`src/rtl/riscv_pkg.sv`:
```
// Shared definitions for the 5-stage RISC-V pipeline:
// opcodes, ALUOp encodings and the decode control bundle.
package riscv_pkg;

    localparam logic [6:0] OP_R      = 7'b0110011;
    localparam logic [6:0] OP_LOAD   = 7'b0000011;
    localparam logic [6:0] OP_STORE  = 7'b0100011;
    localparam logic [6:0] OP_BRANCH = 7'b1100011;
    localparam logic [6:0] OP_OPIMM  = 7'b0010011;

    localparam logic [1:0] ALUOP_ADD   = 2'b00;
    localparam logic [1:0] ALUOP_BR    = 2'b01;
    localparam logic [1:0] ALUOP_FUNCT = 2'b10;

    typedef struct packed {
        logic [1:0] alu_op;
        logic       branch;
        logic       mem_read;
        logic       mem_to_reg;
        logic       mem_write;
        logic       alu_src;
        logic       reg_write;
    } ctrl_t;

    localparam ctrl_t CTRL_NOP = '0;

endpackage

```
`src/rtl/load_use_detector.sv`:
```
// Combinational load-use hazard check between the load in EX
// and the instruction currently in ID.
module load_use_detector
    import riscv_pkg::*;
(
    input  logic       ex_mem_read,
    input  logic       ex_valid,
    input  logic [4:0] ex_rd,
    input  logic       id_valid,
    input  logic [4:0] id_rs1,
    input  logic [4:0] id_rs2,
    input  logic       uses_rs2,
    output logic       hazard
);

    logic rs1_hit;
    logic rs2_hit;

    assign rs1_hit = (ex_rd == id_rs1);
    assign rs2_hit = uses_rs2 & (ex_rd == id_rs2);

    assign hazard = ex_valid & ex_mem_read & (ex_rd != 5'd0)
                  & id_valid & (rs1_hit | rs2_hit);

endmodule

```
`src/rtl/id_ex_stage.sv`:
```
// ID/EX pipeline register with load-use stall, flush bubbles
// and saturating stall/flush event counters.
module id_ex_stage
    import riscv_pkg::*;
#(
    parameter int XLEN  = 64,
    parameter int CNT_W = 32
) (
    input  logic             clk,
    input  logic             reset,
    input  logic             id_valid,
    input  logic [1:0]       id_alu_op,
    input  logic             id_branch,
    input  logic             id_mem_read,
    input  logic             id_mem_to_reg,
    input  logic             id_mem_write,
    input  logic             id_alu_src,
    input  logic             id_reg_write,
    input  logic [XLEN-1:0]  id_pc,
    input  logic [XLEN-1:0]  id_rs1_data,
    input  logic [XLEN-1:0]  id_rs2_data,
    input  logic [XLEN-1:0]  id_imm,
    input  logic [4:0]       id_rs1,
    input  logic [4:0]       id_rs2,
    input  logic [4:0]       id_rd,
    input  logic [3:0]       id_funct,
    input  logic             flush,
    output logic             stall,
    output logic             ex_valid,
    output logic [1:0]       ex_alu_op,
    output logic             ex_branch,
    output logic             ex_mem_read,
    output logic             ex_mem_to_reg,
    output logic             ex_mem_write,
    output logic             ex_alu_src,
    output logic             ex_reg_write,
    output logic [XLEN-1:0]  ex_pc,
    output logic [XLEN-1:0]  ex_rs1_data,
    output logic [XLEN-1:0]  ex_rs2_data,
    output logic [XLEN-1:0]  ex_imm,
    output logic [4:0]       ex_rs1,
    output logic [4:0]       ex_rs2,
    output logic [4:0]       ex_rd,
    output logic [3:0]       ex_funct,
    output logic [CNT_W-1:0] stall_count,
    output logic [CNT_W-1:0] flush_count
);

    ctrl_t id_ctrl;
    ctrl_t ex_ctrl;
    logic  uses_rs2;
    logic  hazard;
    logic  bubble;

    // Decode may drive X on mem_to_reg for stores/branches; mask it here.
    always_comb begin
        id_ctrl = CTRL_NOP;
        if (id_valid) begin
            id_ctrl.alu_op     = id_alu_op;
            id_ctrl.branch     = id_branch;
            id_ctrl.mem_read   = id_mem_read;
            id_ctrl.mem_to_reg = id_mem_to_reg & id_reg_write;
            id_ctrl.mem_write  = id_mem_write;
            id_ctrl.alu_src    = id_alu_src;
            id_ctrl.reg_write  = id_reg_write;
        end
    end

    assign uses_rs2 = ~id_alu_src | id_mem_write;

    load_use_detector u_detect (
        .ex_mem_read (ex_ctrl.mem_read),
        .ex_valid    (ex_valid),
        .ex_rd       (ex_rd),
        .id_valid    (id_valid),
        .id_rs1      (id_rs1),
        .id_rs2      (id_rs2),
        .uses_rs2    (uses_rs2),
        .hazard      (hazard)
    );

    assign stall  = hazard & ~flush;
    assign bubble = flush | stall;

    always_ff @(posedge clk) begin
        if (reset) begin
            ex_valid    <= 1'b0;
            ex_ctrl     <= CTRL_NOP;
            ex_pc       <= '0;
            ex_rs1_data <= '0;
            ex_rs2_data <= '0;
            ex_imm      <= '0;
            ex_rs1      <= '0;
            ex_rs2      <= '0;
            ex_rd       <= '0;
            ex_funct    <= '0;
        end else begin
            ex_valid    <= bubble ? 1'b0 : id_valid;
            ex_ctrl     <= bubble ? CTRL_NOP : id_ctrl;
            ex_pc       <= id_pc;
            ex_rs1_data <= id_rs1_data;
            ex_rs2_data <= id_rs2_data;
            ex_imm      <= id_imm;
            ex_rs1      <= id_rs1;
            ex_rs2      <= id_rs2;
            ex_rd       <= id_rd;
            ex_funct    <= id_funct;
        end
    end

    always_ff @(posedge clk) begin
        if (reset) begin
            stall_count <= '0;
            flush_count <= '0;
        end else begin
            if (stall && (stall_count != '1))
                stall_count <= stall_count + 1'b1;
            if (flush && (flush_count != '1))
                flush_count <= flush_count + 1'b1;
        end
    end

    assign ex_alu_op     = ex_ctrl.alu_op;
    assign ex_branch     = ex_ctrl.branch;
    assign ex_mem_read   = ex_ctrl.mem_read;
    assign ex_mem_to_reg = ex_ctrl.mem_to_reg;
    assign ex_mem_write  = ex_ctrl.mem_write;
    assign ex_alu_src    = ex_ctrl.alu_src;
    assign ex_reg_write  = ex_ctrl.reg_write;

endmodule

```
`config.mk`:
```
export PLATFORM = sky130hd
export DESIGN_NAME = id_ex_stage
export DESIGN_NICKNAME = d
export VERILOG_FILES = /design/src/rtl/riscv_pkg.sv /design/src/rtl/load_use_detector.sv /design/src/rtl/id_ex_stage.sv
export SDC_FILE = /design/constraint.sdc
export NUM_CORES = 1
export LEC_CHECK = 0
export CAP_MARGIN = 15
export CORE_AREA = 4 4 247 249
export DETAILED_ROUTE_END_ITERATION = 12
export DIE_AREA = 0 0 251 253
export MAX_ROUTING_LAYER = met4
export PLACE_DENSITY = 0.44
export SYNTH_ARGS = -nofsm -noshare
export SYNTH_HDL_FRONTEND = slang
export SYNTH_HIERARCHICAL = 1
export SYNTH_SLANG_ARGS = --single-unit
```
`constraint.sdc`:
```
create_clock -name clk -period 3.9 [get_ports clk]
set_clock_uncertainty 0.15 [all_clocks]
set_input_delay 0.78 -clock clk [delete_from_list [all_inputs] [get_ports clk]]
set_output_delay 0.78 -clock clk [all_outputs]
set_load 0.005 [all_outputs]
```
* Word level (Yosys, flattened, before mapping)
Index checks and enable logic that the tools add are counted.
Storage, ports and cells: output and inout port bits 349, bits of input ports 287, register bits after elaboration 348, logic and storage cells 42
Operators by class: add/subtract/negate cells 2, bitwise logic cells 13, equal/unequal tests 4, reductions and logical operators 5
Operator list (number):
- adder 32 x 1 -> 32 bit (second input constant) | 2
- inequality test 32 bit (second input constant) | 2
- == test 5 bit | 2
- bitwise AND 1 bit | 7
- nonzero test 5 bit | 1
- NOT 1 bit | 3
- OR 1 bit | 3
- OR reduction 3 bit | 1
- logical AND 1 bit | 2
- OR reduction 2 bit | 1

* Logic depth before layout (Yosys ltp)
Gate-level depths: netlist (run 1).
word-level depth 8, mapped depth 10, gate-level depth less buffers 9

* Cells and area by module
The synthesis (run 1) kept the hierarchy.
Modules (own cells, without submodules):
- id_ex_stage | seq. area each 6966.7 um^2, times used 1, area an instance 10776.6 um^2, cells each 990
- load_use_detector | seq. area each 0.0 um^2, times used 1, area an instance 130.1 um^2, cells each 17

* Worst setup path before layout (run 1)
Ideal clock, no wire load.
path type input-to-reg, start point in id_rs2[2], end point reg stall_count[29], path buffers 1, slack 726 ps, arrival time 2954 ps, setup time 71 ps, data required time 3679 ps, stages on the path 10, cell sequence xor2_1 nor4_1 nand3_1 a21oi_1 nand2b_1 clkbuf_1 or3_4 or3_4 or4_1 a21oi_1
On the way: word-level cells in the longest chain between the ends 6
Ends and longest elaborated chain:
- start: declaration | line id_ex_stage.sv:24 | input logic [4:0] id_rs2,
- == test 5 bit | line load_use_detector.sv:20 | assign rs2_hit = uses_rs2 & (ex_rd == id_rs2);
- bitwise AND 1 bit | line load_use_detector.sv:20
- OR 1 bit | line load_use_detector.sv:23 | & id_valid & (rs1_hit | rs2_hit);
- bitwise AND 1 bit | line load_use_detector.sv:23
- net hazard | line id_ex_stage.sv:52 | logic hazard;
- bitwise AND 1 bit | line id_ex_stage.sv:82 | assign stall = hazard & ~flush;
- logical AND 1 bit | line id_ex_stage.sv:116 | if (stall && (stall_count != '1))
- end signal: assignment | line id_ex_stage.sv:117 | stall_count <= stall_count + 1'b1;
- end: declaration | line id_ex_stage.sv:45 | output logic [CNT_W-1:0] stall_count,
The timed path passes the listed nets, and every way through them passes these cells. A chain may end at the register's enable or synchronous reset.

* Worst setup path in the final report (run 1)
start point in id_rs2[3], end point out stall
On the way: word-level cells in the longest chain between the ends 5
Ends and longest elaborated chain:
- == test 5 bit | line load_use_detector.sv:20
- bitwise AND 1 bit | line load_use_detector.sv:20
- OR 1 bit | line load_use_detector.sv:23
- bitwise AND 1 bit | line load_use_detector.sv:23
- net hazard | line id_ex_stage.sv:52
- bitwise AND 1 bit | line id_ex_stage.sv:82
- end: declaration | line id_ex_stage.sv:28 | output logic stall,
The timed path passes the listed nets, and every way through them passes these cells.

==> results by group, run 1 <==
Run status
  • Outcome: complete, no violations

Logic synthesis
  • Synth Flop Type: dfxtp_1
  • Seq/Total Area, Yosys: 63.88%
  • Seq cells post-synth: roughly 350
  • Synthesized Nets: between 1000 and 1500
  • Top cells by area, synth: dfxtp_1, nor2b_1, a21oi_1
  • YS warnings: 6
  • EDFF count, synth: 0
  • Asr flop ratio synth: 0%
  • Synth Instances: just over 1000
  • Mapped Area: about 11000 um^2
  • Synth cell types: between 40 and 50
  • Post-synth top area cell: dfxtp_1
  • Syn_area_per_cell: around 11 um^2
  • Synth top area share: about 64%

Global routing
  • Global-route wire length before repair: roughly 64 mm
  • Largest net degree at the start of global routing: 97
  • Initial antenna violation count: 11
  • Gr usage total: about 14%
  • Vias in the first global route: ~10000
  • Gr ovfl total: 0

STA
  • Final Max Tran Viols: 0
  • Aggregate negative setup slack: 0 ns
  • Tightest Pin Transition: approximately 1.0 ns
  • Number of hold violations in the final report: 0
  • Worst slew margin: between 30% and 40%
  • Period Utilization, post-route: 96.78%
  • Fmax: 264.9 MHz
  • Unrepaired setup endpoints after global routing: no
  • Endpoints failing setup: 0
  • Final Critical Period: between 3 and 4 ns

Finish
  • Area grow syn2layout: 79.76%
  • Most frequent cells in the layout: clkdlybuf4s50_1, dfxtp_1, nor2b_1, a21oi_1, clkbuf_16
  • Share of layout cells above drive strength 1: 6.116%
  • Most common cell after layout, fill and taps aside: clkdlybuf4s50_1
  • Final #Nets: 1946
  • Number of fill cells: slightly below 6000

CTS
  • CTS H-Tree Depth: 2
  • CTS Buf Count: 43
  • Reg clk slew, reported paths: 0.05 ns
  • Clock Path Buffers: 3
  • Clk_lat worst skew: ~0.55 ns
  • Root buffer cell: clkbuf_16
  • CTS tree: done
  • Hold-fix buffers at CTS: 0
  • Clock sinks: around 350

Worst setup path
  • R2R Setup Slk: 0.87 ns
  • Critical path class: input port to output port
  • Slowest cell on the critical path: clkdlybuf4s50_1
  • Most used cell, CP: clkdlybuf4s50_1
  • WP data required: ~3.0 ns
  • CP bufs+invs: 3
  • Critical path's top delay family: buffers and inverters
  • Crit path cell chain: clkdlybuf4s50_1 > xor2_1 > nor4_1 > nand3_1 > a21oi_1 > nand2b_2 > inv_1 > clkdlybuf4s50_1
  • Crit path DAT: approximately 2.8 ns
  • Max stage delay on crit path: between 0.5 and 0.6 ns
  • Critical Path Stages: 8
  • CP Max Fanout: 6
  • Critical Path End Type: output port
  • CP startpoint kind: input port
  • Cells on worst reg2reg path: 10

Die
  • Die H: about 250 um
  • Core region area: slightly below 60000 um^2
  • Row count: about 90
  • Die width: 251 um
  • Initial core utilization: a little under a fifth
  • Die area: roughly 64000 um^2
  • # IOs: 636

Pwr
  • Static leakage: around 7.0 nW
  • Tot Pwr: roughly 8.5 mW
  • VDD IR-drop max: approximately 0.00031 V
  • PD cells: ~430 nW/um^2

Detailed routing
  • Met1 Wirelength: between 15 and 20 mm
  • DRT Wirelength: between 40 and 50 mm
  • DRT iter0 DRCs: between 300 and 400
  • Residual DRC: 0
  • Max Used Layer: met4
  • WL/cell: 18.38 um
  • DR WL met3: 5.682 mm
  • Via density: slightly below 4
  • Via count: ~9600
  • DRT Pass-1 Iters: 4
  • Antenna-violating nets left: 0
  • Routed wl met2: 22.27 mm

Min path
  • Min-delay worst type: register to register
  • Worst hold path depth: 2

Placed design
  • DP Wirelength: between 30 and 40 mm
  • Routability Congestion: between 0.8 and 0.9
  • Port bufs: between 600 and 700

Run
  • Max_cap viols: 0
path summary, 6_finish.rpt:
kind                     endpoint             from
hold reg to reg   flush_count[30]  flush_count[30]
setup / recovery            stall        id_rs2[3]
setup reg to reg  stall_count[23]         ex_rd[2]
hold / removal    flush_count[30]  flush_count[30]
final cells by class:
class                      count  area [um^2]  area share [%]
antenna                        6        15.01         0.07658
clock buffer                  65         1331           6.790
clock inverter                 7        43.79          0.2234
timing repair buffer         653         6521           33.26
multi-input combinational    604         3735           19.05
tap                          773        967.2           4.933
inverter                       7        26.28          0.1340
sequential                   348         6967           35.53
cell families after synthesis:
| logic type | after synthesis | synth area share, % |
|---|---|---|
| multiplexers | 3 | 0.2983 |
| AO/OA/AOI/OAI | 118 | 6.183 |
| buffers and inverters | 55 | 2.008 |
| flip-flops | 348 | 63.88 |
| XOR/XNOR | 15 | 1.204 |
| adder cells (fa/ha/maj) | 2 | 0.2294 |
| AND/OR/NAND/NOR | 466 | 26.20 |
per-stage QoR:
stage / instances / setup slack (ns) / utilization [%] / hold WS [ns] / area [um^2]
final: 2463 / 0.1254 / 33.41 / 0.3426 / 19610
after global routing: 2461 / 0.007007 / 33.40 / 0.3729 / 19600
after CTS: 2456 / 0.04734 / 33.37 / 0.3495 / 19580
after detailed placement: 2384 / 0.01282 / 31.02 / 0.3418 / 18210
after global placement: 2384 / 0.01012 / 31.02 / 0.3331 / 18210
after floorplan: 1007 / 0.7256 / - / 0.3265 / 10910
worst reg2reg max path, cell delays in order (launching register included):
cell and delay (ns):
dfxtp_1 0.37, xor2_1 0.19, nor4_1 0.28, nand3_1 0.14
a21oi_1 0.24, nand2b_2 0.18, buf_4 0.18, nor3_1 0.29
nand3_1 0.15, or4b_2 0.63, a21oi_1 0.16
cell usage after synthesis (5+ instances only):
library cell and n:
o31ai_1 20, dfxtp_1 348, or3_1 34, nor3_1 6, nor2_1 15, or4_1 20
a21oi_1 55, nand2_1 27, nor4_1 5, nand3_1 28, clkbuf_1 43, inv_1 7
and3_1 9, and4_1 7, and2_1 7, nand4_1 13, xor2_1 11, nor2b_1 277
o21ai_0 35
metal layers:
metal / track usage [%] / up-vias
met4: 4.549 / 0
met5: - / -
met3: 7.313 / 86
li1: - / 4675
met1: 13.34 / 4395
met2: 23.71 / 477
power breakdown:
part | leakage (nW) | internal (mW) | total [mW] | switching [mW]
combinational | 3.48 | 0.583 | 0.833 | 0.250
clock | 0.676 | 2.33 | 3.87 | 1.54
sequential | 2.88 | 3.71 | 3.76 | 0.0475
total | 7.04 | 6.63 | 8.47 | 1.84
timing repair:
action                                  in CTS  in global routing
gates resized for setup                      0                  1
setup buffers                                0                  0
endpoints found under the setup margin       0                  1
No activity file was read; power rests on OpenSTA's default activity.
==> run 2: changes to the inputs <==
CORE_AREA = 4 4 245 247   (was 4 4 247 249)
DIE_AREA = 0 0 249 251   (was 0 0 251 253)
PLACE_DENSITY = 0.45   (was 0.44)
SKIP_LAST_GASP = 1   (was default)
clock period = 4.64 ns   (was 3.9 ns; I/O delays follow)
==> results by group, run 2 (synthesized netlist as in run 1, its figures left out) <==
Worst setup path
  • Critical path's top delay family: buffers and inverters
  • WP data required: 3.56 ns (+0.59 ns)
  • Critical Path End Type: output port
  • CP startpoint kind: input port
  • Crit path DAT: 3.00 ns (+0.16 ns)
  • Slowest cell on the critical path: clkdlybuf4s50_1
  • Max stage delay on crit path: 0.53 ns (+0.02 ns)
  • Crit path cell chain: clkdlybuf4s50_1 > xor2_1 > nor4_1 > nand3_1 > a21oi_1 > nand2b_1 > inv_1 > clkdlybuf4s50_1
  • CP Max Fanout: 4 (-2)
  • CP bufs+invs: 3 (unchanged)
  • Most used cell, CP: clkdlybuf4s50_1
  • Critical path class: input port to output port

STA
  • Endpoints failing setup: 0 (unchanged)
  • Aggregate negative setup slack: 0 ns (unchanged)
  • Unrepaired setup endpoints after global routing: no
  • Final Max Tran Viols: 0 (unchanged)
  • Period Utilization, post-route: 87.99%
  • Final Critical Period: roughly 4 ns
  • Number of hold violations in the final report: 0 (unchanged)
  • Tightest Pin Transition: 0.8107 ns (-0.2005 ns)
  • Worst slew margin: 45.81% (+14 points)
  • Setup ws final: 0.5572 ns (+0.4318 ns)
  • Fmax: around 240 MHz

Finish
  • Most frequent cells in the layout: clkdlybuf4s50_1, dfxtp_1, nor2b_1, a21oi_1, clkbuf_16
  • Most common cell after layout, fill and taps aside: clkdlybuf4s50_1
  • Share of layout cells above drive strength 1: 5.882% (-0.23 points)
  • Ant. Diodes: 0 (-6)
  • Final #Nets: 1940 (-0.31%)
  • Final instance area: 19600 um^2 (about the same)
  • Area grow syn2layout: 79.66% (about the same)
  • Fin util: 34.03% (+0.62 points)

CTS
  • Clk_lat worst skew: 0.55 ns (about the same)
  • PostCTS Resize Cnt: 0 (unchanged)
  • Post-CTS setup buffer count: 0 (unchanged)
  • Reg clk slew, reported paths: 0.06 ns (about the same)
  • Clock Path Buffers: 3 (unchanged)
  • Root buffer cell: clkbuf_16
  • Hold-fix buffers at CTS: 0 (unchanged)
  • CTS tree: done
  • CTS H-Tree Depth: 2 (unchanged)
  • CTS Buf Count: 42 (-2.3%)
  • Clock sinks: 348 (unchanged)

Die
  • # IOs: 636 (unchanged)
  • Core region area: 57590 um^2 (-1.9%)
  • Die area: 62500 um^2 (-1.6%)
  • Initial core utilization: 18.94% (+0.35 points)
  • Die H: 251 um (-0.79%)
  • Die width: 249 um (-0.80%)
  • Row count: 88 (-1.1%)

Run
  • Max_cap viols: 0 (unchanged)

Detailed routing
  • DRT Wirelength: 44.13 mm (-2.5%)
  • Via density: 3.958 (+1.2%)
  • Antenna-violating nets left: 0 (unchanged)
  • WL/cell: 18.03 um (-1.9%)
  • Residual DRC: 0 (unchanged)
  • DRT Pass-1 Iters: 4 (unchanged)
  • DRT iter0 DRCs: 280 (-22%)
  • Via count: 9690 (+0.59%)

Placed design
  • Routability Congestion: 0.8191 (-0.72%)
  • Place WS: 0.4915 ns (+0.4787 ns)
  • Post-Place Cell Area: 18150 um^2 (-0.29%)
  • Port bufs: 635 (unchanged)
  • DP Wirelength: 34.88 mm (-1.5%)

Min path
  • Min-delay worst type: register to register

Pwr
  • Static leakage: 7.048 nW (+0.13%)
  • VDD IR-drop max: 0.0002397 V (-24%)
  • PD cells: 370.0 nW/um^2 (-14%)

Global routing
  • Initial antenna violation count: 1 (-10)
  • Largest net degree at the start of global routing: 105 (+8.2%)
  • Global-route wire length before repair: 65.11 mm (+1.3%)
  • Gr ovfl total: 0 (unchanged)
  • Gr usage total: 13.93% (+0.16 points)
  • Vias in the first global route: 10050 (+1.2%)

Run status
  • Outcome: complete, no violations
run 2: path summary, 6_finish.rpt:
path | from | to | slack, ns | cells past startpoint
max | id_rs2[2] | stall | 0.56 | 8
min | flush_count[30] | flush_count[30] | 0.35 | 2
max reg2reg | ex_rd[2] | stall_count[14] | 1.32 | 10
min reg2reg | flush_count[30] | flush_count[30] | 0.35 | 2
run 2: worst min-delay path: stages, from the launching register on:
cell and delay, ns:
dfxtp_1 0.33, o31ai_1 0.07, a21oi_1 0.05
run 2: metrics by stage:
step | cells | hold slack, ns | total power [mW]
2_1_floorplan | 1007 | 0.3265 | 3.370
3_3_place_gp | 2371 | 0.3285 | 3.946
3_5_place_dp | 2371 | 0.3467 | 3.944
4_1_cts | 2447 | 0.3590 | 7.411
5_1_grt | 2448 | 0.3882 | 7.567
6_report | 2448 | 0.3525 | 7.251
run 2: power breakdown:
part	switching (mW)	total [mW]	internal [mW]
Combinational	0.215	0.706	0.491
Clock	1.31	3.38	2.08
Sequential	0.0408	3.16	3.12
run 2: layer usage:
layer / vias up / global-route usage [%] / share of wire [%]
li1: 4666 / - / -
met1: 4498 / 13.96 / 36
met2: 468 / 24.60 / 51
met3: 58 / 6.890 / 11
met4: 0 / 2.997 / 1.7
met5: - / - / 0
run 2: area by class of cell:
class	count	area, um^2
Clock buffer	57	1189
Clock inverter	19	245.2
Fill cell	5779	37990
Inverter	7	26.28
Multi-Input combinational cell	604	3727
Sequential cell	348	6967
Tap cell	765	957.2
Timing Repair Buffer	648	6484
==> run 3: changes to the inputs <==
CELL_PAD_IN_SITES_DETAIL_PLACEMENT = 0   (was default)
CELL_PAD_IN_SITES_GLOBAL_PLACEMENT = 2   (was default)
CORE_AREA = 4 4 243 245   (was 4 4 245 247)
DIE_AREA = 0 0 247 249   (was 0 0 249 251)
GPL_TIMING_DRIVEN = 1   (was default)
PLACE_DENSITY = 0.72   (was 0.45)
==> results by group, run 3 (synthesized netlist as in run 1, its figures left out) <==
Detailed routing
  • DRT Pass-1 Iters: 5 (+1)
  • Residual DRC: 0 (unchanged)
  • Antenna-violating nets left: 0 (unchanged)
  • DRT Wirelength: 42.76 mm (-3.1%)
  • Via density: 3.868 (-2.3%)
  • WL/cell: 17.50 um (-2.9%)
  • Via count: 9450 (-2.5%)
  • DRT iter0 DRCs: 235 (-16%)

Pwr
  • Static leakage: 6.975 nW (-1.0%)
  • Tot Pwr: 7.097 mW (-2.1%)
  • PD cells: 364.5 nW/um^2 (-1.5%)
  • VDD IR-drop max: 0.0002576 V (+7.5%)

Placed design
  • Place WS: 0.2691 ns (-0.2224 ns)
  • Port bufs: 635 (unchanged)
  • Routability Congestion: 0.8128 (-0.77%)
  • DP Wirelength: 32.82 mm (-5.9%)

STA
  • Unrepaired setup endpoints after global routing: no
  • Endpoints failing setup: 0 (unchanged)
  • Fmax: 228.9 MHz (-6.5%)
  • Fin Hold WS: 0.3472 ns (-0.005322 ns)
  • Worst slew margin: 32.38% (-13 points)
  • Tightest Pin Transition: 1.008 ns (+0.1974 ns)
  • Aggregate negative setup slack: 0 ns (unchanged)
  • Setup ws final: 0.2720 ns (-0.2853 ns)
  • Period Utilization, post-route: 94.14% (+6.1 points)
  • Number of hold violations in the final report: 0 (unchanged)
  • Final Max Tran Viols: 0 (unchanged)
  • Final Critical Period: 4.368 ns (+0.2853 ns)

Global routing
  • Gr usage total: 13.53% (-0.40 points)
  • Gr ovfl total: 0 (unchanged)
  • Vias in the first global route: 9698 (-3.5%)
  • Initial antenna violation count: 4 (+3)
  • Global-route wire length before repair: 61.23 mm (-6.0%)
  • Largest net degree at the start of global routing: 127 (+21%)

Die
  • # IOs: 636 (unchanged)
  • Die width: 247 um (-0.80%)
  • Initial core utilization: 19.09% (+0.15 points)
  • Die H: 249 um (-0.80%)
  • Row count: 88 (unchanged)
  • Die area: 61500 um^2 (-1.6%)
  • Core region area: 57140 um^2 (-0.76%)

Worst setup path
  • Cells on worst reg2reg path: 10 (unchanged)
  • Crit path DAT: 3.29 ns (+0.29 ns)
  • CP Max Fanout: 4 (unchanged)
  • Max stage delay on crit path: 0.55 ns (+0.02 ns)
  • Critical Path End Type: output port
  • Critical path class: input port to output port
  • Slowest cell on the critical path: nor4_1
  • Most used cell, CP: clkdlybuf4s50_1
  • WP data required: 3.56 ns (about the same)
  • Crit path cell chain: clkdlybuf4s50_1 > xor2_1 > nor4_1 > nand3_1 > a21oi_1 > nand2b_1 > inv_1 > clkdlybuf4s50_1
  • CP startpoint kind: input port

CTS
  • Clock sinks: 348 (unchanged)
  • CTS H-Tree Depth: 2 (unchanged)
  • CTS tree: done
  • Root buffer cell: clkbuf_16
  • Clock Path Buffers: 3 (unchanged)
  • Reg clk slew, reported paths: 0.06 ns (about the same)
  • Hold-fix buffers at CTS: 0 (unchanged)
  • CTS Buf Count: 41 (-2.4%)
  • PostCTS Resize Cnt: 0 (unchanged)
  • Post-CTS setup buffer count: 0 (unchanged)
  • Clk_lat worst skew: 0.55 ns (about the same)

Finish
  • Area grow syn2layout: 78.52%
  • Final #Nets: 1935 (-0.26%)
  • Number of fill cells: 5798 (+0.33%)
  • Share of layout cells above drive strength 1: 5.257% (-0.63 points)
  • Most common cell after layout, fill and taps aside: clkdlybuf4s50_1
  • Fin util: 34.07% (+0.045 points)
  • Most frequent cells in the layout: clkdlybuf4s50_1, dfxtp_1, nor2b_1, a21oi_1, clkbuf_16

Run
  • Max_cap viols: 0 (unchanged)

Min path
  • Worst hold path depth: 2 (unchanged)
  • Min-delay worst type: register to register

Run status
  • Outcome: complete, no violations
run 3: cell type report:
type	instances	area [um^2]	share of cell area, %
Tap cell	765	957.2	4.916
Clock buffer	59	1196	6.143
Multi-Input combinational cell	604	3727	19.14
Inverter	7	26.28	0.1349
Timing Repair Buffer	644	6439	33.07
Sequential cell	348	6967	35.78
Antenna cell	4	10.01	0.05141
Clock inverter	12	148.9	0.7647
run 3: critical path: cells and delay by family:
kind | cells | cell delay (ns)
simple gates | 3 | 0.80
buf+inv | 3 | 1.14
compound gates | 1 | 0.26
xor+xnor | 1 | 0.16
run 3: worst paths after layout:
kind,end,from,slack (ns)
worst max register to register,stall_count[23],ex_rd[2],1.20
worst max-delay path,stall,id_rs2[2],0.27
worst min-delay path,flush_count[27],flush_count[27],0.35
worst min register to register,flush_count[27],flush_count[27],0.35
run 3: per-stage QoR:
stage               std cells  instance area [um^2]
finish                   2443                 19470
global route             2443                 19470
CTS                      2438                 19460
detailed placement       2367                 18110
global placement         2367                 18110
floorplan                1007                 10910
run 3: power by group:
group / internal, mW / switching [mW]
clock: 1.96 / 1.29
sequential: 3.12 / 0.0398
combinational: 0.487 / 0.206
run 3: layer usage:
metal | wire length [um] | GRT usage (%) | up-vias
met2 | 21320 | 23.29 | 381
li1 | - | - | 4648
met1 | 16130 | 13.88 | 4356
met3 | 4171 | 5.877 | 65
met4 | 1140 | 4.198 | 0
met5 | 0 | - | -
